`src/rtl/booth_r4_mult.sv`:
```
// Radix-4 Booth sequential multiplier, signed or unsigned operands selected per request.
// Two multiplier bits retire per clock; Result is registered and held until the next product.
module booth_r4_mult #(
  parameter int N_BIT = 8
) (
  input  logic               Clock,
  input  logic               nReset,
  input  logic               Request,
  input  logic               Signed,
  input  logic [N_BIT-1:0]   op1,
  input  logic [N_BIT-1:0]   op2,
  output logic [2*N_BIT-1:0] Result,
  output logic               Done,
  output logic               Busy
);

  localparam int M    = 2 * ((N_BIT + 2) / 2);
  localparam int ITER = M / 2;
  localparam int SW   = $clog2(ITER + 1);
  localparam int AW   = 2 * M;
  localparam int PW   = M + 2;

  typedef enum logic [1:0] {IDLE, CALC, DONE} state_t;

  state_t          r_state;
  state_t          w_state_next;
  logic [M-1:0]    r_mcand;
  logic [M-1:0]    r_mplier;
  logic            r_mprev;
  logic [AW-1:0]   r_acc;
  logic [SW-1:0]   r_step;

  logic            w_start;
  logic            w_last;
  logic [M-1:0]    w_op1_ext;
  logic [M-1:0]    w_op2_ext;
  logic [PW-1:0]   w_a;
  logic [PW-1:0]   w_pp;
  logic [AW-1:0]   w_pp_sh;
  logic [AW-1:0]   w_acc_next;

  // M >= N_BIT+1, so an unsigned operand is still a non-negative M-bit two's complement value
  assign w_op1_ext = {{(M-N_BIT){Signed & op1[N_BIT-1]}}, op1};
  assign w_op2_ext = {{(M-N_BIT){Signed & op2[N_BIT-1]}}, op2};

  assign w_start = (r_state != CALC) && Request;
  assign w_last  = (r_state == CALC) && (r_step == SW'(ITER - 1));

  always_ff @(posedge Clock or negedge nReset) begin
    if (!nReset) r_state <= IDLE;
    else         r_state <= w_state_next;
  end

  always_comb begin
    w_state_next = r_state;
    case (r_state)
      IDLE, DONE: if (Request) w_state_next = CALC;
      CALC:       if (w_last)  w_state_next = DONE;
      default:    w_state_next = IDLE;
    endcase
  end

  always_comb begin
    w_a  = {{2{r_mcand[M-1]}}, r_mcand};
    w_pp = '0;
    case ({r_mplier[1:0], r_mprev})
      3'b001, 3'b010: w_pp = w_a;
      3'b011:         w_pp = w_a << 1;
      3'b100:         w_pp = -(w_a << 1);
      3'b101, 3'b110: w_pp = -w_a;
      default:        w_pp = '0;
    endcase
    // Partial product is weighted by 4^step; the multiplier shifts right to expose each triplet
    w_pp_sh    = {{(AW-PW){w_pp[PW-1]}}, w_pp} << {r_step, 1'b0};
    w_acc_next = r_acc + w_pp_sh;
  end

  always_ff @(posedge Clock or negedge nReset) begin
    if (!nReset) begin
      r_mcand  <= '0;
      r_mplier <= '0;
      r_mprev  <= 1'b0;
      r_acc    <= '0;
      r_step   <= '0;
      Result   <= '0;
      Done     <= 1'b0;
      Busy     <= 1'b0;
    end else if (w_start) begin
      r_mcand  <= w_op1_ext;
      r_mplier <= w_op2_ext;
      r_mprev  <= 1'b0;
      r_acc    <= '0;
      r_step   <= '0;
      Done     <= 1'b0;
      Busy     <= 1'b1;
    end else if (r_state == CALC) begin
      r_acc    <= w_acc_next;
      r_mplier <= {2'b00, r_mplier[M-1:2]};
      r_mprev  <= r_mplier[1];
      r_step   <= r_step + SW'(1);
      if (w_last) begin
        Result <= w_acc_next[2*N_BIT-1:0];
        Done   <= 1'b1;
        Busy   <= 1'b0;
      end
    end
  end

endmodule

```
`config.mk`:
```
export PLATFORM = sky130hd
export DESIGN_NAME = booth_r4_mult
export DESIGN_NICKNAME = d
export VERILOG_FILES = /design/src/rtl/booth_r4_mult.sv
export SDC_FILE = /design/constraint.sdc
export NUM_CORES = 1
export LEC_CHECK = 0
export ABC_AREA = 1
export BUFFER_PORTS_ARGS = -buffer_cell sky130_fd_sc_hd__clkbuf_2
export CAP_MARGIN = 20
export CORE_MARGIN = 2
export CORE_UTILIZATION = 65
export CTS_BUF_LIST = sky130_fd_sc_hd__clkbuf_4 sky130_fd_sc_hd__clkbuf_8
export DETAILED_ROUTE_END_ITERATION = 16
export PLACE_DENSITY_LB_ADDON = 0.15
export SLEW_MARGIN = 0
export SYNTH_ARGS = -nofsm -noshare
export SYNTH_HDL_FRONTEND = slang
export SYNTH_SLANG_ARGS = --single-unit
```
`constraint.sdc`:
```
create_clock -name Clock -period 7.3 [get_ports Clock]
set_input_delay 0.73 -clock Clock [delete_from_list [all_inputs] [get_ports Clock]]
set_output_delay 0.73 -clock Clock [all_outputs]
set_load 0.1 [all_outputs]
```
==> run_results.csv, run 1 <==
group,metric,value,unit
finish,postLayoutCoreUtil,0.7521,
sta,setup_ws,3.549,ns
critical_path,worstPathRequired,7.52,ns
clock_network,cts-buffers-inserted,9,
synth,synth_top_area_share,0.3797,
detailed_routing,viasPerCell,5.952,
sta,finalMaxSlewViolations,0,
clock_network,cts.repair.resized,0,
floorplanning,die_w,80.69,um
synth,synth_area_leader_cell,"dfrtp_1",
detailed_routing,drc,0,
place,gp_congestion,0.9172,
floorplanning,start_util,0.6816,
clock_network,path_clk_slew,0.07,ns
synth,ys_ff_latch,58,
synth,seq_area_frac_synth,0.3797,
synth,synth_edf_count,0,
clock_network,worst_skew_pair.late_latency,0.35,ns
synth,syn_nets,548,
synth,syn_avg_cell_area,7.510,um2
grt,grt_first_pass_wirelength,16.64,mm
detailed_routing,via_count,3684,
sta,post-route-period-util,0.5138,
floorplanning,die-area,6510,um2
detailed_routing,drtIter0Drc,445,
critical_path,cpPeakStageDelay,0.41,ns
synth,synth_cells,509,
critical_path,cp-end-kind,"flop",
sta,fmaxAchievable,0.2666,GHz
min_path,hp-class,"reg2reg",
sta,tightest_slew,0.7575,ns
finish,antenna_cells,0,
critical_path,crit_family,"compound AO/OA/AOI/OAI gates",
floorplanning,fp.dieH,80.69,um
floorplanning,core-area,5608,um2
detailed_routing,drt-total-wl,9.683,mm
critical_path,startpoint_type,"flop",
floorplanning,ios,38,
detailed_routing,avgRoutedWirePerCell,15.64,um
finish,syn2layout_area_growth,10.34,%
clock_network,post_cts_buffers,0,
finish,final_common_cell,"nand2_1",
critical_path,cp_slowest_cell,"dfrtp_1",
place,io_buffers,37,
critical_path,cp.arrival,3.97,ns
sta,setup-tns-final,0,ns
sta,slew_headroom,0.4950,
sta,hold_viol,0,
finish,layout.nets,583,
place,dp_slack,3.699,ns
critical_path,path_class,"reg2reg",
place,place_area,4041,um2
finish,drive_gt1_frac,0.1572,
critical_path,cp_max_fo,6,
clock_network,cts-root-buf,"clkbuf_8",
outcome,status,"complete, no violations",
grt,grt_max_degree,59,
synth,synth_area,3822,um2
finish,fin_area,4218,um2
job,cap_violations,0,
place,dp.final_hpwl,7.096,mm
sta,rsz0062_at_grt,"false",
sta,period_minus_slack,3.751,ns
finish,fillers,449,
clock_network,clock_path_buffers,2,
critical_path,worstPathBufferInverterCount,2,
detailed_routing,dr.pass1.iters,5,
grt,grtUsageTotal,0.3358,
grt,overflow,0,
synth,ys_warn_count,0,
floorplanning,num_rows,27,
synth,synthArstFlopShare,1.000,
grt,grt_pass1_vias,3520,
detailed_routing,antenna_left,0,
grt,antenna_found_initial,0,
clock_network,tritoncts,"yes",
critical_path,crit_path_cell_trace,"inv_1 -> ha_1 -> nand2_1 -> nor2_1 -> nand2_1 -> nand3_1 -> o2111ai_1 -> nand2_1 -> o21ai_0 -> o21ai_1 -> nor2_1 -> ha_1 -> inv_1 -> o21bai_1 -> a21oi_1 -> o21ai_1 -> a21oi_1 -> o21ai_1 -> xnor2_1 -> o21ai_0",
sta,setup_viol,0,
clock_network,holdBufCountCts,0,
finish,final_cell_mix,"nand2_1, dfrtp_1, o21ai_0, nand3_1, inv_1",
sta,worst_clock_skew,0.006815,ns
clock_network,cts_max_level,3,
synth,synthFlopType,"dfrtp_1",
clock_network,cts_sinks,58,
synth,yosysUniqueCellTypes,43,
synth,synth_area_leaders,"dfrtp_1, nand2_1, o21ai_0",
==> final timing paths <==
check,to,slack [ns],depth (start not counted),startpoint
worst max register to register,r_acc[11]$_DFFE_PN0P_,3.55,20,r_mcand[0]$_DFFE_PN0P_
worst max-delay path,r_acc[11]$_DFFE_PN0P_,3.55,20,r_mcand[0]$_DFFE_PN0P_
min in group asynchronous,Result[0]$_DFFE_PN0P_,0.53,2,nReset
worst min-delay path,Result[2]$_DFFE_PN0P_,0.48,2,Result[2]$_DFFE_PN0P_
worst min register to register,Result[2]$_DFFE_PN0P_,0.48,2,Result[2]$_DFFE_PN0P_
max in group asynchronous,Result[15]$_DFFE_PN0P_,6.27,2,nReset
==> cell usage after synthesis (2+ instances only) <==
library cell	count
nand3_2	7
inv_2	4
a211oi_1	2
nand4_1	6
xnor2_1	3
nand2_1	143
clkbuf_1	11
or2_2	3
o2111ai_1	2
nor2_1	35
nor3_1	5
o21ai_1	7
nor2_4	5
a21oi_1	17
o22ai_1	4
o21ai_0	48
xor2_1	8
buf_6	2
o21bai_1	2
dfrtp_1	58
inv_1	40
nand2_2	2
o211ai_1	4
nor2_2	4
nand2_4	3
a32o_1	4
nand3_1	43
buf_2	3
a31oi_1	3
ha_1	18
==> kinds of logic (layout without fill, tap and decap cells) <==
kind of cell | after synthesis | after routing | share of synthesized area
flip-flops | 58 | 58 | 0.3797
buffers and inverters | 61 | 99 | 0.06546
adder cells (fa/ha/maj) | 19 | 19 | 0.06416
AO/OA/AOI/OAI | 102 | 102 | 0.1568
XOR/XNOR | 11 | 11 | 0.02521
AND/OR/NAND/NOR | 258 | 258 | 0.3087
==> cell type report <==
type	instances	area, um2	area share
Clock buffer	10	131.4	0.03115
Clock inverter	4	45.04	0.01068
Inverter	45	171.4	0.04064
Multi-Input combinational cell	390	2121	0.5028
Sequential cell	58	1451	0.3441
Tap cell	72	90.09	0.02136
Timing Repair Buffer	40	207.7	0.04924
==> worst reg2reg max path, cell delays in order (launching register included) <==
cell and delay (ns):
dfrtp_1 0.41, inv_1 0.16, ha_1 0.28, nand2_1 0.08
nor2_1 0.13, nand2_1 0.09, nand3_1 0.09, o2111ai_1 0.16
nand2_1 0.09, o21ai_0 0.12, o21ai_1 0.27, nor2_1 0.09
ha_1 0.35, inv_1 0.13, o21bai_1 0.08, a21oi_1 0.29
o21ai_1 0.19, a21oi_1 0.24, o21ai_1 0.10, xnor2_1 0.19
o21ai_0 0.09
==> metal layers <==
metal / GRT usage / routed length [um] / share of wire / vias up
li1: - / - / - / 1784
met3: 0.07079 / 835 / 0.086 / 19
met4: 0.1068 / 170 / 0.018 / 0
met5: 0 / 0 / 0 / -
met1: 0.4595 / 4183 / 0.43 / 1698
met2: 0.5333 / 4493 / 0.46 / 183
==> flip-flops by register name, indices dropped and copies added (netlist names) <==
name / cells
Busy: 1
Done: 1
Result: 16
r_acc: 16
r_mcand: 9
r_mplier: 9
r_mprev: 1
r_state: 2
r_step: 3
==> through the flow <==
stage	instances	hold slack (ns)
3_3_place_gp	605	0.4553
2_1_floorplan	509	0.4344
4_1_cts	619	0.4772
5_1_grt	619	0.5025
6_report	619	0.4791
3_5_place_dp	605	0.4631
Power of run 1 is left out: the tool's default activity adds up to more than one toggle a clock period on the data nets, which glitch-free logic cannot reach.
==> run 2, diff against run 1 <==
- ABC_AREA: 1 -> 0
- CORE_UTILIZATION: 65 -> 62
- clock period: 7.3 -> 3.7 ns (I/O delays scaled with it)
==> run_results.csv, run 2 <==
group,metric,value,unit
detailed_routing,drtIter0Drc,267,
critical_path,crit_path_cell_trace,"or4_4 -> nor4_4 -> buf_4 -> mux2i_1 -> a22oi_2 -> o21ai_1 -> mux2_4 -> mux2i_2 -> o22ai_2 -> ha_1 -> a21oi_2 -> nor2b_2 -> a41oi_2 -> o311ai_2 -> o211ai_1 -> xor2_1 -> o21ai_1",
critical_path,cp-startpoint,"r_mcand[2]$_DFFE_PN0P_",
sta,finalMaxSlewViolations,0,
synth,ys_warn_count,0,
synth,syn_avg_cell_area,8.653,um2
clock_network,tritoncts,"yes",
critical_path,cp_max_fo,5,
sta,rsz0062_at_grt,"true",
critical_path,timing.rr.start,"r_mcand[2]$_DFFE_PN0P_",
synth,synthFlopType,"dfrtp_1",
detailed_routing,dr.pass1.iters,6,
synth,synth_top_area_share,0.3631,
grt,overflow,0,
sta,post-route-period-util,1.045,
clock_network,clock_path_buffers,2,
synth,synth_xor_area_frac,0.04820,
floorplanning,fp.dieH,84.30,um
job,cap_violations,0,
synth,synth_area_leader_cell,"dfrtp_1",
critical_path,reg2reg_setup_slack,-0.17,ns
floorplanning,start_util,0.6368,
detailed_routing,viasPerCell,6.087,
sta,setup-tns-final,-0.7830,ns
finish,final_common_cell,"buf_4",
sta,worst_clock_skew,0.008815,ns
synth,syn_nets,501,
synth,synth_top_family_by_area,"compound AO/OA/AOI/OAI gates",
outcome,status,"complete, but fails checks",
critical_path,cp-end-kind,"flop",
sta,fmaxAchievable,0.2586,GHz
grt,grt_first_pass_wirelength,17.28,mm
place,gp_congestion,0.9047,
sta,tightest_slew,0.6254,ns
finish,drive_gt1_frac,0.3429,
critical_path,crit_top_cell,"o21ai_1",
detailed_routing,via_count,3859,
min_path,min_from,"op1[6]",
sta,hold_viol,0,
synth,synth_commonest_cells,"dfrtp_1, o21ai_0, nand2_1",
finish,seq_area,1454,um2
floorplanning,die_w,84.30,um
critical_path,worstPathRequired,3.92,ns
synth,synth_area,3998,um2
finish,reg_top3,"Result: 16 flops, r_acc: 16 flops",
finish,final_cell_mix,"buf_4, dfrtp_1, nand2_1, o21ai_0, clkbuf_2",
critical_path,cp.arrival,4.08,ns
place,io_buffers,37,
critical_path,cp_slowest_cell,"or4_4",
sta,hold_slack,0.2561,ns
sta,setup_viol,8,
detailed_routing,drc,0,
place,dp.final_hpwl,7.425,mm
grt,grtUsageTotal,0.2986,
min_path,hp-class,"in2reg",
synth,synth_area_leaders,"dfrtp_1, o21ai_0, ha_1",
synth,yosysUniqueCellTypes,64,
synth,synth_compound_area_frac,0.2172,
finish,fin_area,5139,um2
synth,yosys.area_share.simple,0.1837,
grt,antenna_found_initial,0,
synth,synth_edf_count,0,
floorplanning,core-area,6277,um2
finish,antenna_cells,0,
clock_network,cts_sinks,58,
grt,grt_max_degree,40,
finish,postLayoutCoreUtil,0.8186,
detailed_routing,drt-total-wl,10.60,mm
synth,seq_area_frac_synth,0.3631,
sta,setup_ws,-0.1665,ns
finish,syn2layout_area_growth,28.54,%
finish,layout.nets,591,
detailed_routing,avgRoutedWirePerCell,16.71,um
clock_network,worst_skew_pair.late_latency,0.35,ns
critical_path,cpPeakStageDelay,0.59,ns
clock_network,cts_max_level,3,
synth,synth_cells,462,
synth,ys_ff_latch,58,
sta,slew_headroom,0.5805,
critical_path,path_class,"reg2reg",
synth,synth_mux_area_frac,0.08482,
floorplanning,ios,38,
place,place_area,4602,um2
floorplanning,die-area,7106,um2
clock_network,path_clk_slew,0.07,ns
clock_network,cts-buffers-inserted,9,
critical_path,startpoint_type,"flop",
sta,period_minus_slack,3.867,ns
synth,synthArstFlopShare,1.000,
synth,yosysMostFrequentCell,"dfrtp_1",
floorplanning,num_rows,29,
detailed_routing,antenna_left,0,
grt,grt_pass1_vias,3642,
finish,fillers,401,
finish,multi_input_area,2604,um2
outcome,violations,"setup timing",
clock_network,cts-root-buf,"clkbuf_8",
synth,synthAdderAreaFrac,0.06135,
==> run 2: cell type report <==
cell class | instances | area share
inverters | 11 | 0.008035
clock inverters | 4 | 0.009983
well taps | 77 | 0.01875
multi-input cells | 362 | 0.5067
repair buffers | 110 | 0.1439
flip-flops and latches | 58 | 0.2829
clock buffers | 12 | 0.02971
==> run 2: layer usage <==
metal	track usage	vias to the layer above	wire (um)
met5	0	-	0
met3	0.04425	24	529
met4	0.09384	0	182
li1	-	1848	-
met1	0.4179	1864	4809
met2	0.4812	123	5073
==> run 2: critical path: cells and delay by family (launching register included) <==
family / cells / cell delay, ns
AO/OA/AOI/OAI: 8 / 1.11
XOR/XNOR: 1 / 0.23
adder cells (fa/ha/maj): 1 / 0.37
buffers and inverters: 1 / 0.16
flip-flops: 1 / 0.40
multiplexers: 3 / 0.51
AND/OR/NAND/NOR: 3 / 0.97
==> run 2: stage by stage <==
| step | std cells | setup slack [ns] |
|---|---|---|
| finish | 634 | -0.1665 |
| global route | 634 | -0.3500 |
| CTS | 627 | 0.003587 |
| detailed placement | 604 | -0.1181 |
| global placement | 604 | -0.01551 |
| floorplan | 462 | 0.02439 |
==> run 2: cells by family (layout without fill, tap and decap cells) <==
kind of cell	count (synthesis)	in the layout
AO/OA/AOI/OAI	140	140
XOR/XNOR	22	22
adder cells (fa/ha/maj)	19	19
buffers and inverters	42	137
flip-flops	58	58
multiplexers	32	32
AND/OR/NAND/NOR	149	149
==> run 2: timing repair <==
| action | CTS | global route |
|---|---|---|
| setup endpoints to repair | 6 | 20 |
| endpoints found under the hold margin | 10 | 0 |
| hold buffers | 1 | 0 |
| pin swaps | 9 | 31 |
| resized for setup | 11 | 55 |
| gates cloned | 0 | 0 |
| setup buffers | 6 | 8 |
==> run 2: worst paths after layout <==
kind                                          end  cells past startpoint
min in group asynchronous  r_mcand[4]$_DFFE_PN0P_                      2
setup / recovery            r_acc[14]$_DFFE_PN0P_                     17
setup reg to reg            r_acc[14]$_DFFE_PN0P_                     17
hold / removal             r_mcand[6]$_DFFE_PN0P_                      2
max in group asynchronous     r_mprev$_DFFE_PN0P_                      3
hold reg to reg            Result[13]$_DFFE_PN0P_                      2
Power of run 2 is left out for the same reason.
